### src/rtl/tex_arb_pkg.sv
`default_nettype none
// ============================================================================
//  Module      : tex_arb_pkg
//  Description : Shared state encoding and constants for the texture L2 port
//                arbiter.
//  Revision    : 1.0 - initial release
// ============================================================================
package tex_arb_pkg;

    localparam int c_NUM_REQ_DEFAULT = 4;
    localparam int c_ADDR_W          = 32;

    typedef enum logic [1:0] {
        ST_IDLE  = 2'd0,
        ST_ISSUE = 2'd1,
        ST_RESP  = 2'd2
    } arb_state_t;

endpackage
`default_nettype wire

### src/rtl/rr_pick.sv
`default_nettype none
// ============================================================================
//  Module      : rr_pick
//  Description : Combinational round-robin picker; returns the first set
//                request at or after the start pointer, wrapping around.
//  Revision    : 1.0 - initial release
// ============================================================================
module rr_pick #(
    parameter int N     = 4,
    parameter int IDX_W = 2
) (
    input  logic [N-1:0]     req_i,
    input  logic [IDX_W-1:0] start_i,
    output logic [N-1:0]     onehot_o,
    output logic [IDX_W-1:0] idx_o,
    output logic             any_o
);

    logic [IDX_W-1:0] w_pos;

    always_comb begin
        onehot_o = '0;
        idx_o    = '0;
        any_o    = 1'b0;
        w_pos    = '0;
        for (int off = 0; off < N; off++) begin
            w_pos = IDX_W'((int'(start_i) + off) % N);
            if (!any_o && req_i[w_pos]) begin
                any_o           = 1'b1;
                idx_o           = w_pos;
                onehot_o[w_pos] = 1'b1;
            end
        end
    end

endmodule
`default_nettype wire

### src/rtl/tex_l2_port_arbiter.sv
`default_nettype none
// ============================================================================
//  Module      : tex_l2_port_arbiter
//  Description : Round-robin arbiter sharing one L2 read port between texture
//                requesters, one transaction in flight at a time.
//                Optional L2 wait timeout: define TEX_ARB_TIMEOUT_EN.
//  Revision    : 1.0 - initial release
// ============================================================================
module tex_l2_port_arbiter
    import tex_arb_pkg::*;
#(
    parameter int NUM_REQ        = c_NUM_REQ_DEFAULT,
    parameter int DATA_W         = 256,
    parameter int TIMEOUT_CYCLES = 1024
) (
    input  logic                              clk_i,
    input  logic                              rst_i,
    input  logic                              enable_i,
    input  logic [NUM_REQ-1:0]                req_valid_i,
    input  logic [NUM_REQ-1:0][c_ADDR_W-1:0]  req_addr_i,
    output logic [NUM_REQ-1:0]                req_ready_o,
    output logic [NUM_REQ-1:0]                resp_valid_o,
    output logic [DATA_W-1:0]                 resp_data_o,
    output logic                              resp_err_o,
    output logic [c_ADDR_W-1:0]               cache_addr_o,
    output logic                              cache_read_o,
    input  logic [DATA_W-1:0]                 cache_rdata_i,
    input  logic                              cache_ready_i,
    output logic                              busy_o,
    output logic [31:0]                       grant_count_o,
    output logic [15:0]                       timeout_count_o
);

    localparam int c_IDX_W = (NUM_REQ > 1) ? $clog2(NUM_REQ) : 1;

    arb_state_t          r_state;
    arb_state_t          w_next_state;
    logic [c_IDX_W-1:0]  r_rr_ptr;
    logic [c_IDX_W-1:0]  r_owner;
    logic [c_ADDR_W-1:0] r_addr;
    logic [31:0]         r_grant_cnt;
    logic [DATA_W-1:0]   r_resp_data;

    logic [NUM_REQ-1:0]  w_win_onehot;
    logic [c_IDX_W-1:0]  w_win_idx;
    logic                w_win_any;
    logic                w_grant;
    logic                w_accept;
    logic                w_timeout;

    rr_pick #(
        .N     (NUM_REQ),
        .IDX_W (c_IDX_W)
    ) u_rr_pick (
        .req_i    (req_valid_i),
        .start_i  (r_rr_ptr),
        .onehot_o (w_win_onehot),
        .idx_o    (w_win_idx),
        .any_o    (w_win_any)
    );

    assign w_grant  = (r_state == ST_IDLE) && enable_i && w_win_any;
    assign w_accept = (r_state == ST_ISSUE) && cache_ready_i;

`ifdef TEX_ARB_TIMEOUT_EN
    localparam int c_WAIT_W = $clog2(TIMEOUT_CYCLES + 1);

    logic [c_WAIT_W-1:0] r_wait_cnt;
    logic [15:0]         r_timeout_cnt;
    logic                r_resp_err;

    // Fires on the wait cycle that brings the count to TIMEOUT_CYCLES; a
    // same-cycle ready wins because w_accept is checked first everywhere.
    assign w_timeout = (r_state == ST_ISSUE) && !cache_ready_i &&
                       (r_wait_cnt == c_WAIT_W'(TIMEOUT_CYCLES - 1));

    always_ff @(posedge clk_i or posedge rst_i) begin
        if (rst_i) begin
            r_wait_cnt    <= '0;
            r_timeout_cnt <= '0;
            r_resp_err    <= 1'b0;
        end else begin
            if (w_grant) begin
                r_wait_cnt <= '0;
            end else if ((r_state == ST_ISSUE) && !cache_ready_i && !w_timeout) begin
                r_wait_cnt <= r_wait_cnt + c_WAIT_W'(1);
            end
            if (w_timeout) begin
                r_resp_err <= 1'b1;
                if (r_timeout_cnt != 16'hFFFF) begin
                    r_timeout_cnt <= r_timeout_cnt + 16'd1;
                end
            end else if (r_state == ST_RESP) begin
                r_resp_err <= 1'b0;
            end
        end
    end

    assign resp_err_o      = r_resp_err;
    assign timeout_count_o = r_timeout_cnt;
`else
    assign w_timeout       = 1'b0;
    assign resp_err_o      = 1'b0;
    assign timeout_count_o = '0;
`endif

    always_comb begin
        w_next_state = r_state;
        case (r_state)
            ST_IDLE:  if (w_grant) w_next_state = ST_ISSUE;
            ST_ISSUE: if (w_accept || w_timeout) w_next_state = ST_RESP;
            ST_RESP:  w_next_state = ST_IDLE;
            default:  w_next_state = ST_IDLE;
        endcase
    end

    always_comb begin
        req_ready_o  = w_grant ? w_win_onehot : '0;
        cache_read_o = (r_state == ST_ISSUE);
        cache_addr_o = (r_state == ST_ISSUE) ? r_addr : '0;
        resp_valid_o = '0;
        for (int i = 0; i < NUM_REQ; i++) begin
            resp_valid_o[i] = (r_state == ST_RESP) && (r_owner == c_IDX_W'(i));
        end
    end

    always_ff @(posedge clk_i or posedge rst_i) begin
        if (rst_i) begin
            r_state     <= ST_IDLE;
            r_rr_ptr    <= '0;
            r_owner     <= '0;
            r_addr      <= '0;
            r_grant_cnt <= '0;
            r_resp_data <= '0;
        end else begin
            r_state <= w_next_state;
            if (w_grant) begin
                r_addr      <= req_addr_i[w_win_idx];
                r_owner     <= w_win_idx;
                r_rr_ptr    <= (w_win_idx == c_IDX_W'(NUM_REQ - 1)) ? '0
                                                                    : w_win_idx + c_IDX_W'(1);
                r_grant_cnt <= r_grant_cnt + 32'd1;
            end
            if (w_accept) begin
                r_resp_data <= cache_rdata_i;
            end else if (w_timeout) begin
                r_resp_data <= '0;
            end
        end
    end

    assign resp_data_o   = r_resp_data;
    assign grant_count_o = r_grant_cnt;
    assign busy_o        = (r_state != ST_IDLE);

endmodule
`default_nettype wire
### config.mk
export PLATFORM = sky130hd
export DESIGN_NAME = tex_l2_port_arbiter
export DESIGN_NICKNAME = d
export VERILOG_FILES = /design/src/rtl/tex_arb_pkg.sv /design/src/rtl/rr_pick.sv /design/src/rtl/tex_l2_port_arbiter.sv
export SDC_FILE = /design/constraint.sdc
export NUM_CORES = 1
export LEC_CHECK = 0
export CORE_AREA = 2 2 291 293
export DETAILED_ROUTE_END_ITERATION = 8
export DIE_AREA = 0 0 293 295
export HOLD_SLACK_MARGIN = 0.05
export PLACE_DENSITY = 0.42
export RECOVER_POWER = 25
export SLEW_MARGIN = 20
export SYNTH_ARGS = -nofsm -noshare
export SYNTH_HDL_FRONTEND = slang
export SYNTH_SLANG_ARGS = --single-unit
### constraint.sdc
create_clock -name clk_i -period 14.5 [get_ports clk_i]
set_clock_uncertainty 0.15 [all_clocks]
set_input_delay 4.35 -clock clk_i [delete_from_list [all_inputs] [get_ports clk_i]]
set_output_delay 4.35 -clock clk_i [all_outputs]
set_load 0.005 [all_outputs]
=== Word level (Yosys, flattened, before mapping) ===
Index checks and enable logic that the tools add are counted.

* Output and inout port bits: 347
* Bits in registers: 326

* Order comparisons: 9
* Add/subtract/negate cells: 5
* Bitwise logic cells: 3
* Equality and inequality tests: 8
* Reductions and logical operators: 21
* Mux-type cells: 36

{| class="wikitable"
|+ Operators by type and width
! cell !! number
|-
| $bmux 32 s2 || 1
|-
| $mux 32 || 2
|-
| $add 32x1->32 const B || 1
|-
| $mux 4 || 5
|-
| $lt 2x3->1 const B || 5
|-
| $logic_and 1x1->1 || 14
|-
| $mux 2 || 7
|-
| $mux 1 || 12
|-
| $or 4x4->4 || 3
|-
| $bmux 1 s2 || 4
|-
| $demux 1 s2 || 4
|-
| $eq 2x2->1 const B || 4
|-
| $ge 2x1->1 const B || 4
|-
| $add 2x1->2 const B || 2
|-
| $add 2x2->2 const B || 2
|-
| $eq 2x1->1 const B || 2
|-
| $logic_not 2->1 || 2
|-
| $pmux 2 s2 || 1
|-
| $logic_not 1->1 || 3
|-
| $ne 2x1->1 const B || 1
|-
| $ne 2x2->1 const B || 1
|-
| $reduce_and 2->1 || 1
|-
| $reduce_bool 2->1 || 1
|}

=== Longest topological paths before layout ===
* Word-level depth: 15
* Depth in mapped cells: 14
* Gate-level depth less buffers: 9

=== Cells and area by module ===
From an unflattened synthesis, not the netlist that was laid out.

* Cells, all modules: 912
* Area, all modules: 14112.3 um^2

{| class="wikitable"
|+ By module, submodules not included
! module !! times used !! seq. area each (um^2) !! cells an instance !! area each (um^2)
|-
| tex_l2_port_arbiter || 1 || 8157.8 || 867 || 13693.1
|-
| rr_pick || 1 || 0.0 || 45 || 419.2
|}

=== Worst setup path after synthesis ===
No wires, ideal clock.

* Kind: input port to output port
* Start: input req_valid_i[2]
* End: output req_ready_o[0]
* Arrival time: 5553 ps
* Stages on the path: 5
* Required time: 10000 ps
* Path slack: 4447 ps
* Cells stage by stage: mux4_2 nor2b_4 a22oi_1 or2_2 a21oi_1

* Cells in the longest elaborated chain, start to end: 14

{| class="wikitable"
|+ RTL lines
! what !! line !! source
|-
| start, declared || tex_l2_port_arbiter.sv:19 || <nowiki>input logic [NUM_REQ-1:0] req_valid_i,</nowiki>
|-
| $bmux 1 s2 || rr_pick.sv:28 || <nowiki>if (!any_o && req_i[w_pos]) begin</nowiki>
|-
| $mux 1 (not written as such) || rr_pick.sv:28 ||
|-
| $mux 1 || rr_pick.sv:28 ||
|-
| $logic_not 1->1 || rr_pick.sv:28 ||
|-
| $logic_and 1x1->1 || rr_pick.sv:28 ||
|-
| $mux 1 || rr_pick.sv:28 ||
|-
| $logic_not 1->1 || rr_pick.sv:28 ||
|-
| $logic_and 1x1->1 || rr_pick.sv:28 ||
|-
| $mux 1 || rr_pick.sv:28 ||
|-
| $logic_not 1->1 || rr_pick.sv:28 ||
|-
| $logic_and 1x1->1 || rr_pick.sv:28 ||
|-
| $mux 1 || rr_pick.sv:28 ||
|-
| $logic_and 1x1->1 || tex_l2_port_arbiter.sv:62 || <nowiki>assign w_grant = (r_state == ST_IDLE) && enable_i && w_win_any;</nowiki>
|-
| $mux 4 (*) || tex_l2_port_arbiter.sv:118 || <nowiki>req_ready_o = w_grant ? w_win_onehot : '0;</nowiki>
|-
| end, declared || tex_l2_port_arbiter.sv:21 || <nowiki>output logic [NUM_REQ-1:0] req_ready_o,</nowiki>
|}

Mark *: on every way between the ends. The rest lies on a longest branch, timed or not. The select of a mux whose other input is x is not followed.

=== Final worst setup path ===
* Start: input req_valid_i[2]
* End: output req_ready_o[2]

Same word-level chain as after synthesis.

==> results.tsv <==
stage	metric	value	unit
setup_path	Startpoint Class	primary input	
placement	Placer Congestion	0.777	
floorplanning	number of cell rows	106	
synthesis	synthesized flop and latch total	326	
global_route	gr usage total	12.4	%
cells_and_area	commonest non-fill, non-tap cell in the layout	clkdlybuf4s50_1	
cells_and_area	non-filler cells, final	2825	
floorplanning	Die Y	295	um
timing	final hold vios	0	
cells_and_area	layout net count	2121	
pwr	Leak	9.48	nW
run_status	violated checks	max-capacitance violations, max-slew violations	
worst_hold_path	Hold Path Depth	1	
timing	setup TNS	0	ns
synthesis	Top FF cell, synth	dfrtp_1	
routing	final antenna-violating net count	0	
routing	vias per inst	3.86	
synthesis	Synth Instances	1003	
synthesis	post-synthesis sequential area ratio	57.6	%
setup_path	required time of the critical path	10.00	ns
cts	CTS Buf Count	42	
setup_path	critical setup path kind	in2out	
pwr	maximum VDD drop	0.0967	mV
cts	Root Driver	clkbuf_16	
setup_path	r2r setup slk	8.76	ns
cts	# hold bufs at CTS	0	
cts	H-tree levels	2	
cells_and_area	most frequent cells in the layout	clkdlybuf4s50_1 (636), dfrtp_1 (326), mux2_2 (256)	
cts	worst skew pair latency	0.55	ns
global_route	vias in the first global route	11900	
cts	CTS tree	done	
setup_path	crit end category	output pin	
timing	fmax	0.0856	GHz
timing	worst-margin pin slew	5.03	ns
worst_hold_path	Hold Path Class	reg2reg	
setup_path	Worst R2R End	resp_data_o[82]	
global_route	initial antenna violation count	10	
synthesis	unique cell type count in the Yosys netlist	47	
synthesis	mean post-synth cell area	14.1	um2
floorplanning	core area	83200	um2
placement	Placed Instances	2755	
global_route	largest net degree at the start of global routing	128	
cells_and_area	layout cells sized above 1	19.8	%
timing	Final Setup Violations	0	
job	Max Cap Viol	3	
worst_hold_path	hold_sp	grant_count_o[31]	
timing	Final min period	11.69	ns
cts	CTS-repair resized insts	0	
timing	max-slew violation count	209	
cells_and_area	synth-to-layout area growth	67.4	%
cts	Post-CTS Setup Bufs	0	
placement	port bufs	721	
routing	Vias	10900	
routing	DRC	0	
floorplanning	initial core utilization	17.0	%
timing	Final WS setup	2.81	ns
cells_and_area	Design Area, Final	23700	um2
timing	final worst path period share	80.6	%
setup_path	Crit path arrival time	7.19	ns
setup_path	CP peak stage delay	0.71	ns
synthesis	Post-synth EDFFs	0	
setup_path	crit path cell chain	dlygate4sd3_1 > nor4_1 > or2_0 > a21oi_1 > clkdlybuf4s50_1	
setup_path	FF-to-FF Start	r_state[0]	
synthesis	async set-reset flop share out of synthesis	100	%
setup_path	reg2reg path depth	6	
cts	Bufs on Longest Clock Path	3	
routing	initial drt markers	345	
setup_path	Slowest-stage cell, CP	dlygate4sd3_1	
placement	dpl hpwl	42600	um
routing	Routed wire per std cell	19.9	um
routing	DRT Pass-1 Iters	6	
synthesis	Synth Warn #	0	
floorplanning	die area	86400	um2
global_route	first-pass GRT wire length	80300	um
setup_path	Worst Path Max Fanout	13	
placement	DP Worst Slack	2.84	ns
cts	CTS sink cnt	326	
synthesis	Mapped Area	14200	um2
worst_hold_path	Hold Path End	grant_count_o[31]	
run_status	status	finished, violations left	
placement	Placed Area	22400	um2
floorplanning	I/O Pins	739	
floorplanning	Die X	293	um
pwr	power per cell area	193	nW/um2
global_route	GR Overflow Total	0	
cts	Clk pin slew, worst setup/hold paths	0.05	ns
routing	WL final	56200	um
timing	Rel. slew slack	-237	%
timing	RSZ-0062 raised after global routing	false	
-- cell type report --
type                    instances  area, um2
fillers                      8542      59500
flip-flops and latches        326       8160
repair buffers                733       7310
multi-input cells             608       5540
well taps                    1080       1350
clock buffers                  64       1180
clock inverters                 5        104
inverters                       8       31.3
diodes                          1       2.50
-- power by group --
group	total, W	internal (W)	switching, W
registers	0.00156	0.00133	0.000229
clock network	0.00101	0.000596	0.000416
logic	0.00200	0.00123	0.000767
total	0.00458	0.00316	0.00141
-- through the flow --
step	power [W]	hold slack (ns)	utilization [%]
final	0.00458	0.318	28.5
after global routing	0.00487	0.361	28.5
after CTS	0.00473	0.322	28.5
after detailed placement	0.00366	0.309	27.0
after global placement	0.00365	0.313	27.0
after floorplan	0.00243	0.315	-
-- registers in the layout (all words and copies together) (netlist names) --
name and cells:
r_owner 2, r_rr_ptr 2, grant_count_o 32, r_state 2, r_addr 32, resp_data_o 256
-- critical path, delay by kind of cell --
family	cells	cell delay [ns]
compound gates	1	0.19
buf+inv	2	1.24
simple gates	2	1.39
-- worst max path at each step --
| stage | slack, ns | end | depth (start not counted) | from |
|---|---|---|---|---|
| after floorplan | 0.97 | grant_count_o[0] | 1 | rst_i |
| after global placement | 2.92 | req_ready_o[0] | 7 | req_valid_i[2] |
| after detailed placement | 2.84 | req_ready_o[2] | 7 | req_valid_i[2] |
| after CTS | 2.83 | req_ready_o[2] | 7 | req_valid_i[2] |
| after global routing | 2.62 | req_ready_o[0] | 5 | req_valid_i[2] |
| final | 2.81 | req_ready_o[2] | 5 | req_valid_i[2] |
-- cells in the mapped netlist (10+ instances only) --
cell        n  area, um2
a221oi_2   14        210
ha_1       10        125
dfrtp_1   326       8160
xor2_1     12        105
a221oi_1   19        166
and2_1     37        231
mux2i_1    67        671
nand3_1    10       50.1
xnor2_1    20        175
nor2_1     45        169
buf_2      33        165
mux2_2    256       2880
buf_4      18        135
clkbuf_1   15       56.3
nand2_1    25       93.8
-- routing by layer --
| metal | share of wire, % | GRT usage, % | vias to the layer above | wire length [um] |
|---|---|---|---|---|
| met5 | 0.21 | 0 | - | 118 |
| met4 | 2.6 | 3.73 | 18 | 1470 |
| met3 | 9.6 | 5.35 | 84 | 5380 |
| li1 | - | - | 4976 | - |
| met2 | 53 | 22.8 | 423 | 29700 |
| met1 | 35 | 12.7 | 5408 | 19600 |
-- cells by family after synthesis --
logic type,synth area share [%]
adders and majority gates,0.884
xor gates and xnor gates,1.98
and+or+nand+nor,6.14
DFF,57.6
other,0.0265
muxes,25.6
buffers and inverters,3.69
AOI/OAI and AO/OA,4.06
Power figures use the tool's default switching activity.
